File: config.mk
export PLATFORM = sky130hd
export DESIGN_NAME = addsub_pipe_flat
export DESIGN_NICKNAME = d
export VERILOG_FILES = /design/src/rtl/addsub_pipe_if.sv /design/src/rtl/addsub_pipe.sv /design/src/flat_wrapper.sv
export SDC_FILE = /design/constraint.sdc
export NUM_CORES = 1
export LEC_CHECK = 0
export CORE_ASPECT_RATIO = 0.75
export CORE_MARGIN = 5
export CORE_UTILIZATION = 45
export CTS_BUF_LIST = sky130_fd_sc_hd__clkbuf_4
export DETAILED_ROUTE_END_ITERATION = 16
export GPL_TIMING_DRIVEN = 1
export HOLD_SLACK_MARGIN = 0.02
export PLACE_DENSITY = 0.72
export SLEW_MARGIN = 20
export SYNTH_ARGS = -nofsm -noshare
export SYNTH_HDL_FRONTEND = slang
export SYNTH_SLANG_ARGS = --single-unit
export TNS_END_PERCENT = 1
File: constraint.sdc
create_clock -name clk -period 8.1 [get_ports clk]
set_input_delay 0.81 -clock clk [delete_from_list [all_inputs] [get_ports clk]]
set_output_delay 0.81 -clock clk [all_outputs]
set_load 0.1 [all_outputs]
File: src/rtl/addsub_pipe_if.sv
// addsub_pipe_if: operand/result valid-ready bundle for addsub_pipe
interface addsub_pipe_if #(parameter int WIDTH = 32);
    logic in_valid, in_ready, c_in, sub;
    logic [WIDTH-1:0] a, b, s;
    logic out_valid, out_ready, c_out, ovf, zero, neg;
    modport master (
        output in_valid, a, b, c_in, sub, out_ready,
        input  in_ready, out_valid, s, c_out, ovf, zero, neg
    );
    modport slave (
        input  in_valid, a, b, c_in, sub, out_ready,
        output in_ready, out_valid, s, c_out, ovf, zero, neg
    );
endinterface

File: src/rtl/addsub_pipe.sv
// addsub_pipe: pipelined add/sub, one carry slice per stage, valid/ready handshake
module addsub_pipe #(
    parameter int WIDTH  = 32,
    parameter int STAGES = 2
) (
    input logic clk,
    input logic rst,
    addsub_pipe_if.slave io
);
    localparam int SW = WIDTH / STAGES;
    localparam int L  = STAGES - 1;
    logic adv;
    logic v_q [STAGES];
    logic c_q [STAGES];
    logic [WIDTH-1:0] a_q [STAGES];
    logic [WIDTH-1:0] bb_q [STAGES];
    logic [WIDTH-1:0] s_q [STAGES];
    logic v_i [STAGES];
    logic c_i [STAGES];
    logic [WIDTH-1:0] a_i [STAGES];
    logic [WIDTH-1:0] bb_i [STAGES];
    logic [WIDTH-1:0] s_i [STAGES];
    logic [WIDTH-1:0] s_n [STAGES];
    logic [SW:0] t [STAGES];
    logic ovf_n, ovf_q, zero_q, neg_q;
    assign adv         = !v_q[L] || io.out_ready;
    assign io.in_ready = adv;
    // stage k consumes the registers of stage k-1; stage 0 takes the transformed operands
    always_comb begin
        v_i[0]  = io.in_valid;
        a_i[0]  = io.a;
        bb_i[0] = io.sub ? ~io.b : io.b;
        c_i[0]  = io.sub ^ io.c_in;
        s_i[0]  = '0;
        for (int k = 1; k < STAGES; k++) begin
            v_i[k]  = v_q[k-1];
            a_i[k]  = a_q[k-1];
            bb_i[k] = bb_q[k-1];
            c_i[k]  = c_q[k-1];
            s_i[k]  = s_q[k-1];
        end
        for (int k = 0; k < STAGES; k++) begin
            t[k] = {1'b0, a_i[k][k*SW +: SW]} + {1'b0, bb_i[k][k*SW +: SW]} + {{SW{1'b0}}, c_i[k]};
            s_n[k] = s_i[k];
            s_n[k][k*SW +: SW] = t[k][SW-1:0];
        end
        ovf_n = (a_i[L][WIDTH-1] == bb_i[L][WIDTH-1]) && (s_n[L][WIDTH-1] != a_i[L][WIDTH-1]);
    end
    always_ff @(posedge clk) begin
        if (rst) begin
            for (int k = 0; k < STAGES; k++) begin
                v_q[k]  <= 1'b0;
                c_q[k]  <= 1'b0;
                s_q[k]  <= '0;
                a_q[k]  <= '0;
                bb_q[k] <= '0;
            end
            ovf_q  <= 1'b0;
            zero_q <= 1'b0;
            neg_q  <= 1'b0;
        end else if (adv) begin
            for (int k = 0; k < STAGES; k++) begin
                v_q[k]  <= v_i[k];
                c_q[k]  <= t[k][SW];
                s_q[k]  <= s_n[k];
                a_q[k]  <= a_i[k];
                bb_q[k] <= bb_i[k];
            end
            ovf_q  <= ovf_n;
            zero_q <= s_n[L] == '0;
            neg_q  <= s_n[L][WIDTH-1];
        end
    end
    assign io.out_valid = v_q[L];
    assign io.s         = s_q[L];
    assign io.c_out     = c_q[L];
    assign io.ovf       = ovf_q;
    assign io.zero      = zero_q;
    assign io.neg       = neg_q;
endmodule

File: src/flat_wrapper.sv
// flat-port wrapper written by rule: the top's interface ports become plain ports
module addsub_pipe_flat 
#(
    parameter int WIDTH  = 32,
    parameter int STAGES = 2
)
  (clk, rst, io_in_valid, io_a, io_b, io_c_in, io_sub, io_out_ready, io_in_ready, io_out_valid, io_s, io_c_out, io_ovf, io_zero, io_neg);
  addsub_pipe_if #(.WIDTH(WIDTH)) io_i ();
  input logic clk;
  input logic rst;
  input wire logic [$bits(io_i.in_valid)-1:0] io_in_valid;
  input wire logic [$bits(io_i.a)-1:0] io_a;
  input wire logic [$bits(io_i.b)-1:0] io_b;
  input wire logic [$bits(io_i.c_in)-1:0] io_c_in;
  input wire logic [$bits(io_i.sub)-1:0] io_sub;
  input wire logic [$bits(io_i.out_ready)-1:0] io_out_ready;
  output wire logic [$bits(io_i.in_ready)-1:0] io_in_ready;
  output wire logic [$bits(io_i.out_valid)-1:0] io_out_valid;
  output wire logic [$bits(io_i.s)-1:0] io_s;
  output wire logic [$bits(io_i.c_out)-1:0] io_c_out;
  output wire logic [$bits(io_i.ovf)-1:0] io_ovf;
  output wire logic [$bits(io_i.zero)-1:0] io_zero;
  output wire logic [$bits(io_i.neg)-1:0] io_neg;
  assign io_i.in_valid = io_in_valid;
  assign io_i.a = io_a;
  assign io_i.b = io_b;
  assign io_i.c_in = io_c_in;
  assign io_i.sub = io_sub;
  assign io_i.out_ready = io_out_ready;
  assign io_in_ready = io_i.in_ready;
  assign io_out_valid = io_i.out_valid;
  assign io_s = io_i.s;
  assign io_c_out = io_i.c_out;
  assign io_ovf = io_i.ovf;
  assign io_zero = io_i.zero;
  assign io_neg = io_i.neg;
  addsub_pipe #(.WIDTH(WIDTH), .STAGES(STAGES)) u_core (.clk(clk), .rst(rst), .io(io_i));
endmodule
# [Yosys cells after proc, flatten, opt, wreduce, memory -nomap -nowiden]
# Memories as Yosys holds them, arrays and structs flattened.
# Cells that the tools add are included.
[classes] add_sub_neg=4 n_eq_ne=2 n_mux=16 bitwise_logic=12 n_reduce_logical=4
[op_table] operator="$mux 32" count=7
[op_table] operator="$add 16x16->17" count=2
[op_table] operator="$add 17x1->17" count=2
[op_table] operator="$logic_not 32->1" count=1
[op_table] operator="$not 32->32" count=1
[op_table] operator="$or 1x1->1" count=10
[op_table] operator="$mux 1" count=9
[op_table] operator="$eq 1x1->1" count=1
[op_table] operator="$logic_and 1x1->1" count=1
[op_table] operator="$logic_not 1->1" count=1
[op_table] operator="$logic_or 1x1->1" count=1
[op_table] operator="$ne 1x1->1" count=1
[op_table] operator="$xor 1x1->1" count=1
[totals] register_bits=3 ram_bits=196 input_bits=70 out_inout_bits=38 wordCells=46 n_memories=5
[mem_list] memory="u_core.a_q" words=2 width=32 read_ports=1 rd_clocked_by_memory_dff=0 wr=2 line="addsub_pipe.sv:15" source="logic [WIDTH-1:0] a_q [STAGES];"
[mem_list] memory="u_core.bb_q" words=2 width=32 read_ports=1 rd_clocked_by_memory_dff=0 wr=2 line="addsub_pipe.sv:16" source="logic [WIDTH-1:0] bb_q [STAGES];"
[mem_list] memory="u_core.s_q" words=2 width=32 read_ports=2 rd_clocked_by_memory_dff=0 wr=2 line="addsub_pipe.sv:17" source="logic [WIDTH-1:0] s_q [STAGES];"
[mem_list] memory="u_core.c_q" words=2 width=1 read_ports=2 rd_clocked_by_memory_dff=0 wr=2 line="addsub_pipe.sv:14" source="logic c_q [STAGES];"
[mem_list] memory="u_core.v_q" words=2 width=1 read_ports=2 rd_clocked_by_memory_dff=0 wr=2 line="addsub_pipe.sv:13" source="logic v_q [STAGES];"

# [Longest topological paths before layout]
# An unclocked memory read counts as a cell.
[logic_depth] word_depth=7 depth_mapped=13 depth_no_buf=11

# [Least setup slack after synthesis]
# No wires, ideal clock.
[synth_timing] path_type="input to register" from="input port io_sub" to="memory u_core.c_q[0][0] (data pin)" setup_time_ps=263 arrival_time_ps=3620 t_required_ps=7837 slack_ps=4217 path_stages=13 path_buffers=2 cell_sequence="clkbuf_1 -> clkbuf_1 -> xor2_1 -> fa_1 -> fa_1 -> a21o_1 -> a21o_1 -> a21oi_1 -> nand4bb_1 -> a21oi_1 -> o21a_1 -> o21ai_0 -> a21oi_1"
[synth_rtl] item="start: declaration" line="flat_wrapper.sv:15" source="input wire logic [$bits(io_i.sub)-1:0] io_sub;"
[synth_rtl] item="end: declaration" line="addsub_pipe.sv:14"

==> summary.md <==
| Metric | Value |
|---|---|
| Dpl cell area | 6250 sq um |
| Mapped Cells | 450 |
| Final WL | 11,200 um |
| Warnings from Yosys | 0 |
| Antenna violations before repair | 1 |
| Slew Viols, Final | 0 |
| Die X-Extent | 132 um |
| Fin. Hold Viols | 0 |
| Sequential share of the synthesized area | 0.511 |
| Outcome | finished, final reports clean |
| First-pass GRT wire length | 18,000 um |
| Total congestion overflow | 0 |
| Commonest non-fill, non-tap cell in the layout | clkdlybuf4s50_1 |
| Worst path bufs/invs | 1 |
| Synth unique cells | 55 |
| Total power | 1.32 mW |
| Worst r2r src | u_core.bb_q[0][16]$_SDFFCE_PN0P_ |
| Most frequent cells in the layout | clkdlybuf4s50_1 (106), edfxtp_1 (84), nor2_1 (58) |
| Iter 0 DRT Violations | 379 |
| RSZ-0062 raised after global routing | no |
| Mapped Avg Cell Area | 11.2 sq um |
| CP Class | in2reg |
| Vias | 3,690 |
| Num CTS Buffers | 9 |
| Die height | 102 um |
| Number of global-route vias before repair | 3,594 |
| Setup Buffers After CTS | 0 |
| CTS root buffer | clkbuf_4 |
| Critical Path End Type | flop |
| Starting Density | 0.461 |
| Slew headroom | 0.270 |
| Worst vdd ir | 0.0824 mV |
| Total Routing Usage GR | 0.169 |
| Fraction of registers with async set or reset after synthesis | 0 |
| Post-synth EDFFs | 84 |
| Worst Max-Slew Pin Slew | 1100 ps |
| # port buffers | 107 |
| Clk network pwr share | 0.171 |
| TNS Setup | 0 ps |
| Worst-path fanout max | 33 |
| Largest net degree at the start of global routing | 86 |
| Critical-path cell list | buf_2, xor2_1, fa_1, fa_1, a21o_1, a21o_1, a21oi_1, nand4bb_1, a21oi_1, o21a_1, o21ai_0, nor3b_1 |
| CP arrival | 4100 ps |
| Area Growth Syn to Fin | 25.9% |
| Sw Pwr | 0.519 mW |
| Finished Cell Area | 6370 sq um |
| Hold Crit Start | u_core.io.zero$_SDFFE_PP0P_ |
| Layout cells sized above 1 | 0.0559 |
| PwrDens | 207 nW/um^2 |
| Top Family by Delay on Critical Path | compound AO/OA/AOI/OAI gates |
| WP data required | 8340 ps |
| Sw frac | 0.394 |
| # resized after CTS | 0 |
| CTS tree | built |
| Startpoint class of the critical path | primary input |
| Post-Place Cells | 679 |
| Tcrit/Tclk final | 0.476 |
| FF+latch count, synth | 87 |
| Via density | 5.30 |
| Sequential power share | 0.443 |
| Skew final | 12.8 ps |
| Final Non-Filler Cells | 696 |
| Highest clock rate | 0.259 GHz |
| H-tree depth | 3 |
| Hold Buf Count CTS | 0 |
| Clock tree sinks | 87 |
| Cell leakage power | 2.54 nW |
| DP HPWL | 8640 um |
| CP max stage cell | buf_2 |
| RePlAce Congestion | 0.863 |
| Core area | 11,000 sq um |
| Max Buffers Root-to-Sink | 2 |
| Pint | 0.797 mW |
| Routed length per instance | 16.1 um |
| CTS clock-pin slew for the worst setup and hold paths | 150 ps |
| Crit path largest cell delay | 670 ps |
| Cell area after synthesis | 5060 sq um |
| Max cap viols | 0 |
| Fin nets | 654 |
| Worst min path class | reg2reg |
| Row count | 33 |
| Die area | 13,500 sq um |
| Clk_lat worst skew | 430 ps |
| DRT antenna net count | 0 |
| Final critical-path required period | 3860 ps |
| IO Pins | 108 |
| Drt drc | 0 |
| Pre-Repair DR Iteration Count | 6 |
| Final setup viols | 0 |
| Crit path from | io_sub |
| Combinational Power Share | 0.387 |
| Mapped Nets | 554 |
| Top FF cell, synth | edfxtp_1 |
[power groups by stage]
stage	logic (mW)	clock network [mW]	registers (mW)
finish	0.509	0.224	0.582
global route	0.544	0.252	0.588
CTS	0.510	0.227	0.583
detailed placement	0.508	0	0.593
global placement	0.503	0	0.591
floorplan	0.194	0	0.767
[metrics by stage]
stage | util | worst slack (ps) | hold WS, ps
finish | 0.580 | 4240 | 495
detailed placement | 0.569 | 3830 | 489
global placement | 0.569 | 4000 | 449
floorplan | - | 4220 | 497
global route | 0.580 | 4060 | 528
CTS | 0.580 | 4270 | 511
[cell families (layout without fill, tap and decap cells)]
group | count (synthesis) | count (layout) | synth area share
AND/OR/NAND/NOR | 160 | 160 | 0.171
flip-flops | 87 | 87 | 0.511
AO/OA/AOI/OAI | 79 | 79 | 0.105
XOR/XNOR | 56 | 56 | 0.0970
adder cells (fa/ha/maj) | 34 | 34 | 0.0900
buffers and inverters | 33 | 138 | 0.0245
multiplexers | 1 | 1 | 0.00198
other | 0 | 1 | 0
[metal layers]
| layer | vias up | track usage | share of wire |
|---|---|---|---|
| li1 | 1827 | - | - |
| met1 | 1706 | 0.255 | 0.47 |
| met2 | 141 | 0.242 | 0.43 |
| met3 | 16 | 0.0394 | 0.085 |
| met4 | 0 | 0.0519 | 0.017 |
| met5 | - | 0 | 0 |
[layout make-up]
type                            instances  area, sq um
Inverter                               14         52.6
Clock inverter                          7         53.8
Antenna cell                            1         2.50
Clock buffer                            9         67.6
Fill cell                             957         4610
Sequential cell                        87         2580
Multi-Input combinational cell        330         2360
Tap cell                              140          175
Timing Repair Buffer                  108         1070
[cells in the mapped netlist, drive strengths merged, types with 2 or more instances]
| master | number | area, sq um |
|---|---|---|
| xor2 | 25 | 219 |
| and3 | 4 | 26.3 |
| a2111oi | 2 | 23.8 |
| fa | 4 | 80.1 |
| or4 | 4 | 33.8 |
| o21ai | 13 | 65.1 |
| o211ai | 2 | 15.0 |
| and4 | 4 | 35.0 |
| nor3b | 2 | 15.0 |
| a221o | 2 | 20.0 |
| o2111ai | 3 | 26.3 |
| ha | 30 | 375 |
| o211a | 2 | 20.0 |
| or2 | 4 | 25.0 |
| nor2b | 4 | 25.0 |
| dfxtp | 3 | 60.1 |
| edfxtp | 84 | 2520 |
| nand2 | 6 | 22.5 |
| nand2b | 4 | 27.5 |
| or3 | 5 | 32.5 |
| a21o | 10 | 75.1 |
| o21bai | 4 | 30.0 |
| a31oi | 4 | 25.0 |
| nor3 | 7 | 35.0 |
| clkbuf | 18 | 67.6 |
| a211oi | 3 | 22.5 |
| nand4 | 4 | 25.0 |
| o31ai | 3 | 22.5 |
| nand3 | 7 | 35.0 |
| o21a | 3 | 22.5 |
| a21oi | 22 | 110 |
| xnor2 | 31 | 272 |
| nor2 | 59 | 221 |
| inv | 14 | 52.6 |
| and2 | 40 | 250 |
[final timing paths]
| path | end | depth (start not counted) | slack [ps] |
|---|---|---|---|
| min | u_core.io.zero$_SDFFE_PP0P_ | 2 | 500 |
| max | u_core.s_q[0][14]$_SDFFCE_PN0P_ | 12 | 4240 |
| min reg2reg | u_core.io.zero$_SDFFE_PP0P_ | 2 | 500 |
| max reg2reg | u_core.io.zero$_SDFFE_PP0P_ | 11 | 4730 |
[worst min-delay path, delay by kind of cell, from the launching register on]
kind	cells	cell delay [ps]
buf+inv	1	50
flops	1	350
compound gates	1	60
[flip-flops by register name, summed over array words and instances, names as in the netlist]
name,count
u_core.c_q,2
u_core.a_q,16
u_core.io.neg,1
u_core.s_q,48
u_core.v_q,2
u_core.io.zero,1
u_core.io.ovf,1
u_core.bb_q,16
(Power assumes the default switching activity.)
